$ cat src/rtl/gpu_axi_burst_master_if.sv
// AXI4 master-side bus bundle (AW/W/B/AR/R) carrying only the handshake, address,
// length, data and response fields; the static sideband is tied off by the parent.
// master modport: drives addresses, write data and ready for B/R; slave modport mirrors it.
interface gpu_axi_burst_master_if #(
    parameter int DATA_WIDTH = 32,
    parameter int ADDR_WIDTH = 32
);
    logic [ADDR_WIDTH-1:0] awaddr;
    logic [7:0]            awlen;
    logic                  awvalid;
    logic                  awready;
    logic [DATA_WIDTH-1:0] wdata;
    logic                  wlast;
    logic                  wvalid;
    logic                  wready;
    logic [1:0]            bresp;
    logic                  bvalid;
    logic                  bready;
    logic [ADDR_WIDTH-1:0] araddr;
    logic [7:0]            arlen;
    logic                  arvalid;
    logic                  arready;
    logic [DATA_WIDTH-1:0] rdata;
    logic [1:0]            rresp;
    logic                  rvalid;
    logic                  rready;

    modport master (
        output awaddr, awlen, awvalid, wdata, wlast, wvalid, bready,
               araddr, arlen, arvalid, rready,
        input  awready, wready, bresp, bvalid, arready, rdata, rresp, rvalid
    );

    modport slave (
        input  awaddr, awlen, awvalid, wdata, wlast, wvalid, bready,
               araddr, arlen, arvalid, rready,
        output awready, wready, bresp, bvalid, arready, rdata, rresp, rvalid
    );
endinterface

$ cat src/rtl/gpu_axi_burst_master.sv
// Purpose: turns one GPU memory request (1..MAX_BURST beats) into AXI4 INCR bursts, split at 4KB.
// Latency: AXI valids rise 1 cycle after accept; o_done pulses 1 cycle after the final B/R handshake.
// Backpressure: one request at a time (o_req_ready only in IDLE); W and R are pass-through and stall on either side.
// Ports: clk/rst; i_req_* request in / o_req_ready; i_wr_* write beats in / o_wr_ready;
//        o_rd_* read beats out / i_rd_ready; o_done pulse, o_err sticky; m_axi master bus bundle.
module gpu_axi_burst_master #(
    parameter int DATA_WIDTH = 32,
    parameter int ADDR_WIDTH = 32,
    parameter int MAX_BURST  = 16
) (
    input  logic                  clk,
    input  logic                  rst,
    input  logic                  i_req_valid,
    output logic                  o_req_ready,
    input  logic                  i_req_we,
    input  logic [ADDR_WIDTH-1:0] i_req_addr,
    input  logic [7:0]            i_req_len,
    input  logic                  i_wr_valid,
    output logic                  o_wr_ready,
    input  logic [DATA_WIDTH-1:0] i_wr_data,
    output logic                  o_rd_valid,
    input  logic                  i_rd_ready,
    output logic [DATA_WIDTH-1:0] o_rd_data,
    output logic                  o_rd_last,
    output logic                  o_done,
    output logic                  o_err,
    gpu_axi_burst_master_if.master m_axi
);
    localparam int BYTES = DATA_WIDTH / 8;
    localparam int LG    = $clog2(BYTES);

    localparam logic [2:0] S_IDLE = 3'd0;
    localparam logic [2:0] S_WR   = 3'd1;
    localparam logic [2:0] S_WB   = 3'd2;
    localparam logic [2:0] S_RD   = 3'd3;
    localparam logic [2:0] S_RR   = 3'd4;
    localparam logic [2:0] S_DONE = 3'd5;

    logic [2:0]            r_state;
    logic [ADDR_WIDTH-1:0] r_addr;     // start address of the current burst
    logic [7:0]            r_len;      // current burst beats minus one
    logic [8:0]            r_rem;      // beats left in the request, current burst included
    logic [7:0]            r_cnt;      // beats done in the current burst
    logic                  r_aw_done;
    logic                  r_w_done;
    logic                  r_err;

    logic [ADDR_WIDTH-1:0] w_addr_al;
    logic [8:0]            w_len1;
    logic [8:0]            w_beats;
    logic [8:0]            w_blen;
    logic [ADDR_WIDTH-1:0] w_next_addr;
    logic [8:0]            w_next_rem;
    logic                  w_accept;
    logic                  w_burst_last;
    logic                  w_w_act;
    logic                  w_rr;
    logic                  w_aw_hs;
    logic                  w_w_hs;
    logic                  w_r_hs;
    logic                  w_aw_fin;
    logic                  w_w_fin;

    // Burst length (minus one) that fits before the next 4KB boundary.
    // The start address is always beat aligned, so the room is an exact beat count.
    function automatic logic [7:0] f_burst_len(input logic [11:0] off, input logic [8:0] rem);
        logic [12:0] room;
        logic [12:0] n;
        room = (13'd4096 - {1'b0, off}) >> LG;
        n    = ({4'd0, rem} < room) ? {4'd0, rem} : room;
        return 8'(n - 13'd1);
    endfunction

    assign w_addr_al   = i_req_addr & ~ADDR_WIDTH'(BYTES - 1);
    assign w_len1      = {1'b0, i_req_len} + 9'd1;
    assign w_beats     = (w_len1 > 9'(MAX_BURST)) ? 9'(MAX_BURST) : w_len1;
    assign w_blen      = {1'b0, r_len} + 9'd1;
    // After a split the next burst starts exactly on the 4KB boundary.
    assign w_next_addr = r_addr + (ADDR_WIDTH'(w_blen) << LG);
    assign w_next_rem  = r_rem - w_blen;

    // Held low during reset so nothing can be accepted until IDLE is really live.
    assign o_req_ready  = (r_state == S_IDLE) && !rst;
    assign w_accept     = i_req_valid && o_req_ready;
    assign w_burst_last = (r_cnt == r_len);

    // Write path: AW and W run independently inside WR, each with its own done flag.
    assign w_w_act       = (r_state == S_WR) && !r_w_done;
    assign m_axi.awvalid = (r_state == S_WR) && !r_aw_done;
    assign m_axi.awaddr  = r_addr;
    assign m_axi.awlen   = r_len;
    assign m_axi.wvalid  = w_w_act && i_wr_valid;
    assign o_wr_ready    = w_w_act && m_axi.wready;
    assign m_axi.wdata   = w_w_act ? i_wr_data : '0;
    assign m_axi.wlast   = w_w_act && w_burst_last;
    assign m_axi.bready  = (r_state == S_WB);

    assign w_aw_hs  = m_axi.awvalid && m_axi.awready;
    assign w_w_hs   = m_axi.wvalid && m_axi.wready;
    assign w_aw_fin = r_aw_done || w_aw_hs;
    assign w_w_fin  = r_w_done || (w_w_hs && w_burst_last);

    // Read path: R is a straight pass-through; the local beat count, not rlast, ends a burst.
    assign w_rr          = (r_state == S_RR);
    assign m_axi.arvalid = (r_state == S_RD);
    assign m_axi.araddr  = r_addr;
    assign m_axi.arlen   = r_len;
    assign o_rd_valid    = w_rr && m_axi.rvalid;
    assign m_axi.rready  = w_rr && i_rd_ready;
    assign o_rd_data     = w_rr ? m_axi.rdata : '0;
    // Last of the request only, never at a 4KB split point.
    assign o_rd_last     = o_rd_valid && w_burst_last && (w_next_rem == 9'd0);
    assign w_r_hs        = m_axi.rvalid && m_axi.rready;

    assign o_done = (r_state == S_DONE);
    assign o_err  = r_err;

    always_ff @(posedge clk or posedge rst) begin
        if (rst) begin
            r_state   <= S_IDLE;
            r_addr    <= '0;
            r_len     <= '0;
            r_rem     <= '0;
            r_cnt     <= '0;
            r_aw_done <= 1'b0;
            r_w_done  <= 1'b0;
            r_err     <= 1'b0;
        end else begin
            case (r_state)
                S_IDLE: begin
                    if (w_accept) begin
                        r_addr    <= w_addr_al;
                        r_rem     <= w_beats;
                        r_len     <= f_burst_len(w_addr_al[11:0], w_beats);
                        r_cnt     <= '0;
                        r_err     <= 1'b0;
                        r_aw_done <= 1'b0;
                        r_w_done  <= 1'b0;
                        r_state   <= i_req_we ? S_WR : S_RD;
                    end
                end
                S_WR: begin
                    if (w_aw_hs) begin
                        r_aw_done <= 1'b1;
                    end
                    if (w_w_hs) begin
                        if (w_burst_last) begin
                            r_w_done <= 1'b1;
                            r_cnt    <= '0;
                        end else begin
                            r_cnt <= r_cnt + 8'd1;
                        end
                    end
                    if (w_aw_fin && w_w_fin) begin
                        r_aw_done <= 1'b0;
                        r_w_done  <= 1'b0;
                        r_state   <= S_WB;
                    end
                end
                S_WB: begin
                    if (m_axi.bvalid) begin
                        if (m_axi.bresp != 2'b00) begin
                            r_err <= 1'b1;
                        end
                        if (w_next_rem == 9'd0) begin
                            r_state <= S_DONE;
                        end else begin
                            r_addr  <= w_next_addr;
                            r_rem   <= w_next_rem;
                            r_len   <= f_burst_len(w_next_addr[11:0], w_next_rem);
                            r_state <= S_WR;
                        end
                    end
                end
                S_RD: begin
                    if (m_axi.arready) begin
                        r_state <= S_RR;
                    end
                end
                S_RR: begin
                    if (w_r_hs) begin
                        if (m_axi.rresp != 2'b00) begin
                            r_err <= 1'b1;
                        end
                        if (w_burst_last) begin
                            r_cnt <= '0;
                            if (w_next_rem == 9'd0) begin
                                r_state <= S_DONE;
                            end else begin
                                r_addr  <= w_next_addr;
                                r_rem   <= w_next_rem;
                                r_len   <= f_burst_len(w_next_addr[11:0], w_next_rem);
                                r_state <= S_RD;
                            end
                        end else begin
                            r_cnt <= r_cnt + 8'd1;
                        end
                    end
                end
                S_DONE: begin
                    r_state <= S_IDLE;
                end
                default: begin
                    r_state <= S_IDLE;
                end
            endcase
        end
    end
endmodule

$ cat src/flat_wrapper.sv
// flat-port wrapper written by rule: the top's interface ports become plain ports
module gpu_axi_burst_master_flat 
#(
    parameter int DATA_WIDTH = 32,
    parameter int ADDR_WIDTH = 32,
    parameter int MAX_BURST  = 16
)
  (clk, rst, i_req_valid, o_req_ready, i_req_we, i_req_addr, i_req_len, i_wr_valid, o_wr_ready, i_wr_data, o_rd_valid, i_rd_ready, o_rd_data, o_rd_last, o_done, o_err, m_axi_awaddr, m_axi_awlen, m_axi_awvalid, m_axi_wdata, m_axi_wlast, m_axi_wvalid, m_axi_bready, m_axi_araddr, m_axi_arlen, m_axi_arvalid, m_axi_rready, m_axi_awready, m_axi_wready, m_axi_bresp, m_axi_bvalid, m_axi_arready, m_axi_rdata, m_axi_rresp, m_axi_rvalid);
  gpu_axi_burst_master_if #(.DATA_WIDTH(DATA_WIDTH), .ADDR_WIDTH(ADDR_WIDTH)) m_axi_i ();
  input  logic clk;
  input  logic rst;
  input  logic i_req_valid;
  output logic o_req_ready;
  input  logic i_req_we;
  input  logic [ADDR_WIDTH-1:0] i_req_addr;
  input  logic [7:0] i_req_len;
  input  logic i_wr_valid;
  output logic o_wr_ready;
  input  logic [DATA_WIDTH-1:0] i_wr_data;
  output logic o_rd_valid;
  input  logic i_rd_ready;
  output logic [DATA_WIDTH-1:0] o_rd_data;
  output logic o_rd_last;
  output logic o_done;
  output logic o_err;
  output wire logic [$bits(m_axi_i.awaddr)-1:0] m_axi_awaddr;
  output wire logic [$bits(m_axi_i.awlen)-1:0] m_axi_awlen;
  output wire logic [$bits(m_axi_i.awvalid)-1:0] m_axi_awvalid;
  output wire logic [$bits(m_axi_i.wdata)-1:0] m_axi_wdata;
  output wire logic [$bits(m_axi_i.wlast)-1:0] m_axi_wlast;
  output wire logic [$bits(m_axi_i.wvalid)-1:0] m_axi_wvalid;
  output wire logic [$bits(m_axi_i.bready)-1:0] m_axi_bready;
  output wire logic [$bits(m_axi_i.araddr)-1:0] m_axi_araddr;
  output wire logic [$bits(m_axi_i.arlen)-1:0] m_axi_arlen;
  output wire logic [$bits(m_axi_i.arvalid)-1:0] m_axi_arvalid;
  output wire logic [$bits(m_axi_i.rready)-1:0] m_axi_rready;
  input wire logic [$bits(m_axi_i.awready)-1:0] m_axi_awready;
  input wire logic [$bits(m_axi_i.wready)-1:0] m_axi_wready;
  input wire logic [$bits(m_axi_i.bresp)-1:0] m_axi_bresp;
  input wire logic [$bits(m_axi_i.bvalid)-1:0] m_axi_bvalid;
  input wire logic [$bits(m_axi_i.arready)-1:0] m_axi_arready;
  input wire logic [$bits(m_axi_i.rdata)-1:0] m_axi_rdata;
  input wire logic [$bits(m_axi_i.rresp)-1:0] m_axi_rresp;
  input wire logic [$bits(m_axi_i.rvalid)-1:0] m_axi_rvalid;
  assign m_axi_awaddr = m_axi_i.awaddr;
  assign m_axi_awlen = m_axi_i.awlen;
  assign m_axi_awvalid = m_axi_i.awvalid;
  assign m_axi_wdata = m_axi_i.wdata;
  assign m_axi_wlast = m_axi_i.wlast;
  assign m_axi_wvalid = m_axi_i.wvalid;
  assign m_axi_bready = m_axi_i.bready;
  assign m_axi_araddr = m_axi_i.araddr;
  assign m_axi_arlen = m_axi_i.arlen;
  assign m_axi_arvalid = m_axi_i.arvalid;
  assign m_axi_rready = m_axi_i.rready;
  assign m_axi_i.awready = m_axi_awready;
  assign m_axi_i.wready = m_axi_wready;
  assign m_axi_i.bresp = m_axi_bresp;
  assign m_axi_i.bvalid = m_axi_bvalid;
  assign m_axi_i.arready = m_axi_arready;
  assign m_axi_i.rdata = m_axi_rdata;
  assign m_axi_i.rresp = m_axi_rresp;
  assign m_axi_i.rvalid = m_axi_rvalid;
  gpu_axi_burst_master #(.DATA_WIDTH(DATA_WIDTH), .ADDR_WIDTH(ADDR_WIDTH), .MAX_BURST(MAX_BURST)) u_core (.clk(clk), .rst(rst), .i_req_valid(i_req_valid), .o_req_ready(o_req_ready), .i_req_we(i_req_we), .i_req_addr(i_req_addr), .i_req_len(i_req_len), .i_wr_valid(i_wr_valid), .o_wr_ready(o_wr_ready), .i_wr_data(i_wr_data), .o_rd_valid(o_rd_valid), .i_rd_ready(i_rd_ready), .o_rd_data(o_rd_data), .o_rd_last(o_rd_last), .o_done(o_done), .o_err(o_err), .m_axi(m_axi_i));
endmodule
$ cat config.mk
export PLATFORM = sky130hd
export DESIGN_NAME = gpu_axi_burst_master_flat
export DESIGN_NICKNAME = d
export VERILOG_FILES = /design/src/rtl/gpu_axi_burst_master_if.sv /design/src/rtl/gpu_axi_burst_master.sv /design/src/flat_wrapper.sv
export SDC_FILE = /design/constraint.sdc
export NUM_CORES = 1
export LEC_CHECK = 0
export CORE_ASPECT_RATIO = 0.75
export CORE_UTILIZATION = 45
export CTS_BUF_LIST = sky130_fd_sc_hd__clkbuf_4 sky130_fd_sc_hd__clkbuf_8
export DETAILED_ROUTE_END_ITERATION = 16
export GPL_ROUTABILITY_DRIVEN = 0
export PLACE_DENSITY = 0.84
export SYNTH_ARGS = -nofsm -noshare
export SYNTH_HDL_FRONTEND = slang
export SYNTH_SLANG_ARGS = --single-unit
$ cat constraint.sdc
create_clock -name clk -period 6.84 [get_ports clk]
set_input_delay 0.684 -clock clk [delete_from_list [all_inputs] [get_ports clk]]
set_output_delay 0.684 -clock clk [all_outputs]
set_load 0.03 [all_outputs]
* Word level (Yosys, flattened, before mapping)
Index checks and enable logic that the tools add are counted.
Cells by class: add/subtract/negate cells 9, order comparisons 3, equality and inequality tests 18, muxes and demuxes 51, reduce and logical (&&, ||, !) cells 34
Operators by type and width (count):
- 2-to-1 mux 32 bit | 7
- case mux 32 bit (3 select lines) | 1
- 2-to-1 mux 8 bit | 11
- 2-to-1 mux 9 bit | 6
- case mux 8 bit (3 select lines) | 2
- adder 32 x 11 -> 32 bit | 1
- case mux 9 bit (3 select lines) | 1
- subtractor 13 x 12 -> 13 bit, first input constant | 2
- 2-to-1 mux 3 bit | 8
- < comparator 9 x 11 -> 1 bit | 2
- adder 8 x 1 -> 9 bit, second input constant | 2
- logical AND 1 bit | 16
- subtractor 8 x 1 -> 8 bit, second input constant | 2
- case mux 3 bit (5 select lines) | 1
- != test 2 x 1 -> 1 bit, second input constant | 6
- AND reduction 6 bit | 2
- 2-to-1 mux 1 bit | 10
- greater-than comparator 9 x 5 -> 1 bit, second input constant | 1
- logical NOT 9 bit | 1
- != test 3 x 2 -> 1 bit, second input constant | 3
- subtractor 9 bit | 1
- adder 8 x 1 -> 8 bit, second input constant | 1
- equality test 8 bit | 1
- AND reduction 4 bit | 2
- 14 further kinds | 25
Word-level totals: bits in registers 63, bits of input ports 119, output and inout bits 156, word-level logic and storage cells 123

* Longest topological paths before layout
Gate-level depths: netlist (run 1).
word-level depth 10, mapped depth 27, gate-level depth less buffers 24

* Least setup slack after synthesis (run 1)
OpenSTA, ideal clock, no wires.
kind register -> register, start register u_core.r_len[2] (netlist: u_core.m_axi.arlen[2]), end register u_core.r_len[7] (netlist: u_core.m_axi.arlen[7]), library setup time 0.068 ns, arrival time 5.192 ns, required time 6.772 ns, slack 1.579 ns, stages on the path, launching flop included 26, path buffers 3, clock period less this slack 5.261 ns, path through dfrtp_1 -> clkbuf_1 -> nand3_1 -> nor2_1 -> and3_1 -> xor2_1 -> ha_1 -> clkbuf_1 -> xor2_1 -> a2111o_1 -> a21oi_2 -> nor2_1 -> nor3_1 -> xnor2_1 -> ha_1 -> o21a_1 -> o22a_2 -> clkbuf_8 -> nand2_1 -> or3_1 -> a211oi_1 -> a221o_2 -> o221a_2 -> nand4_2 -> or4_1 -> nand3_1
On the way: cells in the longest elaborated chain, start to end 10, elaborated cells on any way between the ends 16, those cells by class 5 x add/sub; 1 x order compare; 2 x eq/ne; 6 x mux; 2 x reduce/logical
RTL lines:
- start: declaration | line gpu_axi_burst_master.sv:41 | logic [7:0] r_len;
- start signal: assignment | line gpu_axi_burst_master.sv:134 | r_len <= f_burst_len(w_addr_al[11:0], w_beats);
- start signal: assignment | line gpu_axi_burst_master.sv:170 | r_len <= f_burst_len(w_next_addr[11:0], w_next_rem);
- start signal: assignment | line gpu_axi_burst_master.sv:192 | r_len <= f_burst_len(w_next_addr[11:0], w_next_rem);
- adder 8 x 1 -> 9 bit | line gpu_axi_burst_master.sv:77 | assign w_blen = {1'b0, r_len} + 9'd1;
- adder 32 x 11 -> 32 bit | line gpu_axi_burst_master.sv:79 | assign w_next_addr = r_addr + (ADDR_WIDTH'(w_blen) << LG);
- subtractor 13 x 12 -> 13 bit | line gpu_axi_burst_master.sv:69 | room = (13'd4096 - {1'b0, off}) >> LG;
- < comparator 9 x 11 -> 1 bit | line gpu_axi_burst_master.sv:70 | n = ({4'd0, rem} < room) ? {4'd0, rem} : room;
- 2-to-1 mux 8 bit | line gpu_axi_burst_master.sv:70
- subtractor 8 x 1 -> 8 bit | line gpu_axi_burst_master.sv:71 | return 8'(n - 13'd1);
- 2-to-1 mux 8 bit | line gpu_axi_burst_master.sv:165, gpu_axi_burst_master.sv:187
- 2-to-1 mux 8 bit | line gpu_axi_burst_master.sv:185 | if (w_burst_last) begin
- 2-to-1 mux 8 bit | line gpu_axi_burst_master.sv:181 | if (w_r_hs) begin
- case mux 8 bit (3 select lines) | line gpu_axi_burst_master.sv:129 | case (r_state)
Several ways; a longest one is shown, not always the timed one. The select of a mux whose other input is x is not followed. A chain may end at the register's enable or synchronous reset.

* Worst setup path after layout (run 1)
start register u_core.r_len[0] (netlist: u_core.m_axi.arlen[0]), end register u_core.r_len[7] (netlist: u_core.m_axi.arlen[7])
The elaborated chain is that of the path after synthesis.

==> qor.yml, run 1 <==
drtIter0Drc: 540
clockBufferDepth: 2
start_util_pct: 46.7
reg2reg_to: "u_core.m_axi.arlen[7]$_DFFE_PP0P_"
yosysTopAreaCell: "dfrtp_1"
yosys.area_share.simple_pct: 25.8
rsz0062_at_grt: "false"
worst_pin_slew_ns: 1.13
fin_tns_setup_ns: 0
synth-edff-count: 0
rrSetupSlack_ns: 1.12
core_region_area_um2: 13900
finalWorstSetupSlack_ns: 1.12
hold_class: "flop to flop"
min_to: "u_core.r_rem[5]$_DFFE_PP0P_"
setup_viol: 0
synth_area_um2: 6510
nets: 1219
synth_warnings: 0
synthCells: 846
ant_nets: 0
drc_errors: 0
min_from: "u_core.r_rem[5]$_DFFE_PP0P_"
yosysMostFrequentCell: "nand2_1"
start_kind: "flop"
viasPerCell: 5.59
grt_pass1_vias: 6323
io_pins: 275
yosysUniqueCellTypes: 87
die_w_um: 141
reg2reg_from: "u_core.m_axi.arlen[0]$_DFFE_PP0P_"
numCtsBuffers: 9
syn_to_final_growth_pct: 41.8
cp.arrival_ns: 6.01
synth_top_family_by_area: "simple AND/OR/NAND/NOR gates"
slew_viol_final: 0
netlist_top_cells_area: "dfrtp_1, ha_1, buf_4"
timing.fmax_mhz: 175
ys_top_cells_by_count: "nand2_1, nor2_1, a21oi_1"
fin_skew_ns: 0.0162
synthArstFlopShare_pct: 100
critPathMaxFanout: 9
firstDrtPassIters: 5
synth_top_area_share_pct: 23.4
path_class: "flop to flop"
synth-adder-area-share_pct: 8.30
r2r_cells: 21
endpoint_kind: "flop"
holdPathStages: 2
fin_crit_ns: 5.72
cts-htree-levels: 3
syn_avg_cell_area_um2: 7.70
fin_crit_sh_pct: 83.6
final_hold_viol_count: 0
regArea_um2: 1530
place_worst_setup_slack_ns: 1.18
grt_use_total_pct: 27.5
dieArea_um2: 15000
slew_headroom_pct: 24.2
hold_buffers: 0
wl_um: 20700
grt_pass1_wl_um: 32600
io_buffers: 268
drv_cap: 0
fp-row-count: 37
drive_gt1_share_pct: 6.31
clock_sinks: 61
crit_required_ns: 7.13
synthFlopType: "dfrtp_1"
wire_per_inst_um: 16.5
cts_resized: 0
grt_max_degree: 62
ys_seq_area_share_pct: 23.4
path_clk_slew_ns: 0.06
status: "completed"
diodes: 0
synth_compound_area_share_pct: 24.5
nFillCells: 1176
synth_xor_area_share_pct: 6.57
multiInputGateArea_um2: 4370
insertion_delay_ns: 0.36
dp_hpwl_um: 16200
grt-ovfl-total: 0
die_y_um: 106
cts_tree: "built"
vias: 7024
post-cts-setup-buffer-count: 0
root_buffer: "clkbuf_8"
antenna_found_initial: 0
synth_seq_cells: 61
muxShareOfSynthArea_pct: 0.922
## flip-flops by register name (all words and copies together), names as in the netlist
name	count
u_core.r_cnt	8
u_core.r_aw_done	1
u_core.r_w_done	1
u_core.o_err	1
u_core.r_state	3
u_core.m_axi.arlen	8
u_core.r_rem	9
u_core.m_axi.araddr	30
## through the flow
| step | hold slack, ns | cell area [µm²] | utilization [%] | instances |
|---|---|---|---|---|
| after floorplan | 0.450 | 6540 | - | 853 |
| after global placement | 0.471 | 9050 | 64.9 | 1242 |
| after detailed placement | 0.477 | 9050 | 64.9 | 1242 |
| after CTS | 0.495 | 9240 | 66.3 | 1256 |
| after global routing | 0.520 | 9240 | 66.3 | 1256 |
| final | 0.490 | 9240 | 66.3 | 1256 |
## critical path: stages (launching register included)
cell      delay [ns]
dfrtp_1         0.49
ha_1            0.26
nand3_1         0.12
xnor2_1         0.34
ha_1            0.44
and3_4          0.27
a221oi_4        0.41
xor2_2          0.24
nand4_4         0.17
xnor2_1         0.18
ha_1            0.31
nand4_1         0.10
a211oi_1        0.26
o22a_2          0.32
nand2_1         0.07
or3_1           0.31
a211oi_1        0.20
a221o_2         0.20
o221a_2         0.23
nand4_2         0.15
or4_1           0.53
nand3_1         0.08
## logic make-up (layout without fill, tap and decap cells)
logic type / Yosys count / in the layout
adders and majority gates: 42 / 42
xor gates and xnor gates: 48 / 48
and+or+nand+nor: 326 / 326
AOI/OAI and AO/OA: 235 / 235
other: 1 / 8
DFF: 61 / 61
buffers and inverters: 127 / 335
muxes: 6 / 6
## layer usage
metal / part of all wire, % / GRT usage [%] / vias to the layer above / wire length [µm]
met5: 0 / 0 / - / 0
met2: 44 / 43.4 / 334 / 9200
li1: - / - / 3386 / -
met4: 1.8 / 7.07 / 0 / 374
met1: 45 / 38.0 / 3267 / 9340
met3: 8.8 / 5.99 / 37 / 1820
## how the worst max path moves through the flow
stage / start / to / slack [ns] / cells after the start
6_report: u_core.m_axi.arlen[0]$_DFFE_PP0P_ / u_core.m_axi.arlen[7]$_DFFE_PP0P_ / 1.12 / 21
5_1_grt: u_core.m_axi.arlen[0]$_DFFE_PP0P_ / u_core.m_axi.arlen[7]$_DFFE_PP0P_ / 0.80 / 21
4_1_cts: u_core.m_axi.arlen[0]$_DFFE_PP0P_ / u_core.m_axi.arlen[7]$_DFFE_PP0P_ / 1.15 / 21
3_5_place_dp: u_core.m_axi.arlen[0]$_DFFE_PP0P_ / u_core.m_axi.arlen[7]$_DFFE_PP0P_ / 1.18 / 21
3_3_place_gp: u_core.m_axi.arlen[1]$_DFFE_PP0P_ / u_core.m_axi.arlen[7]$_DFFE_PP0P_ / 1.26 / 21
2_1_floorplan: u_core.m_axi.arlen[2]$_DFFE_PP0P_ / u_core.m_axi.arlen[7]$_DFFE_PP0P_ / 1.58 / 25
## layout by cell type, fill, tap and decap left out, drive strengths merged, types with 7 or more instances in the layout
master and instances:
a211oi 12, a21boi 7, a21oi 66, a31oi 11
and2 38, and3 47, buf 7, clkbuf 12
clkdlybuf4s50 268, conb 8, dfrtp 61, ha 40
inv 46, nand2 74, nand3 29, nand4 11
nor2 71, nor3 18, o21ai 65, o22ai 14
or3 8, xnor2 32, xor2 16
## final cells by class
cell class,count,share of cell area (%)
Timing Repair Buffer,275,29.6
Clock buffer,12,1.65
Inverter,46,1.87
Multi-Input combinational cell,665,47.3
Tap cell,195,2.64
Sequential cell,61,16.5
Clock inverter,2,0.379
Power of run 1 is not shown: default switching activity piles up to over one toggle a cycle in this logic, so the estimate is an artifact.
==> run 2: changes to the inputs <==
==> constraint.sdc (replaced) <==
create_clock -name clk -period 5.94 [get_ports clk]
set_input_delay 0.594 -clock clk [delete_from_list [all_inputs] [get_ports clk]]
set_output_delay 0.594 -clock clk [all_outputs]
set_load 0.03 [all_outputs]
==> qor.yml, run 2 (same netlist as run 1, synthesis figures left out) <==
start_util_pct: 46.7
grt_pass1_vias: 6536
largest_reg_flops: 30
hold_slack_ns: 0.500
layout.cells.non_filler: 1260
path_cells: "nand3_1, nor2_1, and3_1, xor2_2, ha_1, xor2_1, a2111o_1, a21oi_2, nor2_1, nor3_1, xnor2_1, ha_1, nor3_1, o21ai_0, o22a_2, nand2_1, or3_1, a211oi_1, a221o_2, o221a_2, nand4_2, or4_1, nand3_1"
hold_class: "flop to flop"
timing.fmax_mhz: 177
nets: 1221
crit_required_ns: 6.23
vias: 7015
fin_crit_ns: 5.66
dieArea_um2: 15000
wl_um: 21200
insertion_delay_ns: 0.37
die_w_um: 141
start_kind: "flop"
path_delay_family: "simple AND/OR/NAND/NOR gates"
slew_headroom_pct: 18.7
path_clk_slew_ns: 0.07
crit_buf_inv: 0
drv_cap: 0
dp_cells: 1244
post-cts-setup-buffer-count: 0
die_y_um: 106
worst_pin_slew_ns: 1.22
io_pins: 275
clockBufferDepth: 2
status: "completed"
cp.arrival_ns: 5.95
slew_viol_final: 0
clock_sinks: 61
grt-ovfl-total: 0
core_region_area_um2: 13900
final_hold_viol_count: 0
path_class: "flop to flop"
utilization_pct: 66.9
fin_skew_ns: 0.0111
dp_hpwl_um: 16600
drtIter0Drc: 606
cts-htree-levels: 3
firstDrtPassIters: 5
drc_errors: 0
drive_gt1_share_pct: 7.32
cpMaxStageDelayCell: "or4_1"
fin_crit_sh_pct: 95.3
nFillCells: 1137
grt_pass1_wl_um: 33800
mostFrequentLayoutCells: "clkdlybuf4s50_1, nand2_1, nor2_1, a21oi_1, o21ai_0"
cp_slowest_stage_delay_ns: 0.53
io_buffers: 268
numCtsBuffers: 9
endpoint_kind: "flop"
ant_nets: 0
cts_tree: "built"
wire_per_inst_um: 16.8
critPathMaxFanout: 9
grt_max_degree: 62
syn_to_final_growth_pct: 43.1
viasPerCell: 5.57
setup_viol: 0
fp-row-count: 37
final_common_cell: "clkdlybuf4s50_1"
diodes: 0
grt_use_total_pct: 28.4
root_buffer: "clkbuf_8"
antenna_found_initial: 0
## run 2: final timing paths
check / slack (ns) / end / depth (start not counted) / start
max reg2reg: 0.28 / u_core.m_axi.arlen[7]$_DFFE_PP0P_ / 23 / u_core.m_axi.arlen[4]$_DFFE_PP0P_
max in group asynchronous: 4.53 / u_core.m_axi.arlen[3]$_DFFE_PP0P_ / 3 / rst
min in group asynchronous: 0.87 / u_core.r_aw_done$_DFFE_PP0P_ / 3 / rst
max: 0.28 / u_core.m_axi.arlen[7]$_DFFE_PP0P_ / 23 / u_core.m_axi.arlen[4]$_DFFE_PP0P_
min reg2reg: 0.50 / u_core.r_rem[3]$_DFFE_PP0P_ / 2 / u_core.r_rem[3]$_DFFE_PP0P_
min: 0.50 / u_core.r_rem[3]$_DFFE_PP0P_ / 2 / u_core.r_rem[3]$_DFFE_PP0P_
## run 2: final cells by class
type / count / area [µm²] / area share (%)
timing repair buffer: 277 / 2750 / 29.5
tap: 195 / 244 / 2.62
sequential: 61 / 1530 / 16.4
inverter: 46 / 173 / 1.85
clock buffer: 10 / 138 / 1.48
multi-input combinational: 665 / 4400 / 47.2
clock inverter: 6 / 86.3 / 0.927
## run 2: per-stage QoR
step                setup TNS [ns]  area, µm²  setup slack, ns
finish                           0       9320            0.280
floorplan                        0       6540            0.679
global route               -0.0277       9320          -0.0277
CTS                              0       9290            0.287
detailed placement               0       9060            0.333
global placement                 0       9060            0.449
## run 2: worst min-delay path: cells and delay by family, from the launching register on
family / cells / cell delay (ns)
AOI/OAI and AO/OA: 1 / 0.06
DFF: 1 / 0.36
and+or+nand+nor: 1 / 0.05
## run 2: per-layer routing
| metal | vias up | wire, µm | GRT usage, % |
|---|---|---|---|
| li1 | 3399 | - | - |
| met1 | 3242 | 9240 | 38.6 |
| met2 | 353 | 9610 | 44.9 |
| met3 | 21 | 2160 | 8.02 |
| met4 | 0 | 214 | 5.75 |
| met5 | - | 0 | 0 |
## run 2: repair_timing
action | 4_1_cts | 5_1_grt
hold buffers | 0 | 0
setup endpoints to repair | 0 | 1
resized for setup | 0 | 8
Power of run 2 is left out for the same reason.
==> run 3: changes to the inputs <==
--- a/config.mk
+++ b/config.mk
@@ -5,7 +5,7 @@
 export SDC_FILE = /design/constraint.sdc
 export NUM_CORES = 1
 export LEC_CHECK = 0
-export CORE_ASPECT_RATIO = 0.75
+export ABC_AREA = 0
 export CORE_UTILIZATION = 45
 export CTS_BUF_LIST = sky130_fd_sc_hd__clkbuf_4 sky130_fd_sc_hd__clkbuf_8
 export DETAILED_ROUTE_END_ITERATION = 16
==> qor.yml, run 3 (same netlist as run 1, synthesis figures left out) <==
slew_headroom_pct: 20.1
numCtsBuffers: 9
p_sw_mw: 3.74
fin_crit_sh_pct: 96.0
rsz0062_at_grt: "false"
fin_crit_ns: 5.70
setup_viol: 0
cp.arrival_ns: 5.98
firstDrtPassIters: 5
crit_required_ns: 6.22
start_util_pct: 46.5
path_clk_slew_ns: 0.08
grt_pass1_wl_um: 32300
nets: 1224
dp_hpwl_um: 16100
drc_errors: 0
cts-htree-levels: 3
drtIter0Drc: 563
antenna_found_initial: 0
layout.cells.non_filler: 1248
core_region_area_um2: 14000
grt_use_total_pct: 27.2
wire_per_inst_um: 16.9
grt_pass1_vias: 6289
worst_pin_slew_ns: 1.20
clockBufferDepth: 2
fin_skew_ns: 0.0117
p_int_mw: 2.99
die_y_um: 122
diodes: 0
drv_cap: 0
final_hold_viol_count: 0
timing.fmax_mhz: 175
utilization_pct: 66.4
critPathMaxFanout: 9
wl_um: 21100
hold_buffers: 0
fin_tns_setup_ns: 0
fp-row-count: 43
insertion_delay_ns: 0.35
combPwrFrac_pct: 81.7
drive_gt1_share_pct: 7.87
die_w_um: 122
status: "completed"
mostFrequentLayoutCells: "clkdlybuf4s50_1, nand2_1, nor2_1, a21oi_1, o21ai_0"
ant_nets: 0
start_kind: "flop"
dieArea_um2: 15000
grt-ovfl-total: 0
dp_cells: 1232
p_total_mw: 6.73
irDropWorstVdd_uv: 427
final_common_cell: "clkdlybuf4s50_1"
clock_sinks: 61
largest_reg_flops: 30
viasPerCell: 5.62
grt_max_degree: 62
power.leakage_nw: 3.85
power_frac_seq_pct: 12.5
cts_tree: "built"
sw_frac_of_total_pct: 55.5
io_buffers: 268
clkPwrFrac_pct: 5.8
io_pins: 275
path_class: "flop to flop"
cellPowerDensity_nw_per_um2: 724
root_buffer: "clkbuf_8"
slew_viol_final: 0
hold_slack_ns: 0.497
hold_class: "flop to flop"
syn_to_final_growth_pct: 42.7
endpoint_kind: "flop"
vias: 7016
==> run 3: cell types whose count changed in the layout (fill, tap and decap cells not counted), sizes merged <==
cell | previous run | this run
clkinv | 3 | 1
clkinvlp | 1 | 2
inv | 46 | 47
buf | 9 | 12
bufinv | 2 | 1
clkbuf | 10 | 11
==> run 3: per-layer routing <==
metal	vias up	GRT usage [%]	wire length [µm]
met1	3274	37.5	9350
met5	-	0	0
met4	0	8.92	404
met3	42	5.58	1490
li1	3402	-	-
met2	298	42.5	9900
==> run 3: critical path: stages (launching register included) <==
cell,delay [ns]
dfrtp_2,0.45
ha_1,0.29
nand3_1,0.15
xnor2_2,0.25
ha_2,0.41
and3_4,0.23
a221oi_4,0.41
xor2_2,0.23
nand4_4,0.17
xnor2_1,0.18
ha_1,0.31
nand4_1,0.13
a211oi_1,0.31
o22a_2,0.32
nand2_1,0.06
or3_1,0.31
a211oi_1,0.23
a221o_2,0.20
o221a_2,0.23
nand4_2,0.15
or4_1,0.52
nand3_1,0.07
==> run 3: through the flow <==
step	setup WS (ns)	area (µm²)
global placement	0.446	9060
floorplan	0.679	6540
global route	0.0201	9290
CTS	0.143	9260
detailed placement	0.214	9060
finish	0.240	9290
==> run 3: final timing paths <==
kind / start / endpoint / slack [ns] / cells after the start
max in group asynchronous: rst / u_core.m_axi.arlen[0]$_DFFE_PP0P_ / 4.52 / 3
setup / recovery: u_core.m_axi.arlen[1]$_DFFE_PP0P_ / u_core.m_axi.arlen[7]$_DFFE_PP0P_ / 0.24 / 21
hold / removal: u_core.r_rem[4]$_DFFE_PP0P_ / u_core.r_rem[4]$_DFFE_PP0P_ / 0.50 / 2
hold reg to reg: u_core.r_rem[4]$_DFFE_PP0P_ / u_core.r_rem[4]$_DFFE_PP0P_ / 0.50 / 2
min in group asynchronous: rst / u_core.o_err$_DFFE_PP0P_ / 0.84 / 3
setup reg to reg: u_core.m_axi.arlen[1]$_DFFE_PP0P_ / u_core.m_axi.arlen[7]$_DFFE_PP0P_ / 0.24 / 21
==> run 3: final cells by class <==
class | instances | area, µm²
sequential | 61 | 1530
inverter | 46 | 173
timing repair buffer | 280 | 2770
tap | 180 | 225
multi-input combinational | 665 | 4380
fill | 1205 | 4700
clock inverter | 5 | 58.8
clock buffer | 11 | 145
==> run 3: what timing repair did <==
item	CTS	global route
buffers inserted	0	0
endpoints found under the setup margin	0	1
resized for setup	0	11
==> run 3: power groups by stage <==
stage	combinational [mW]	clock (mW)	sequential (mW)
6_report	5.50	0.391	0.840
5_1_grt	5.95	0.416	0.868
4_1_cts	5.41	0.396	0.830
3_5_place_dp	5.37	0	0.836
3_3_place_gp	5.27	0	0.823
2_1_floorplan	3.85	0	1.00
Power figures use the tool's default switching activity.
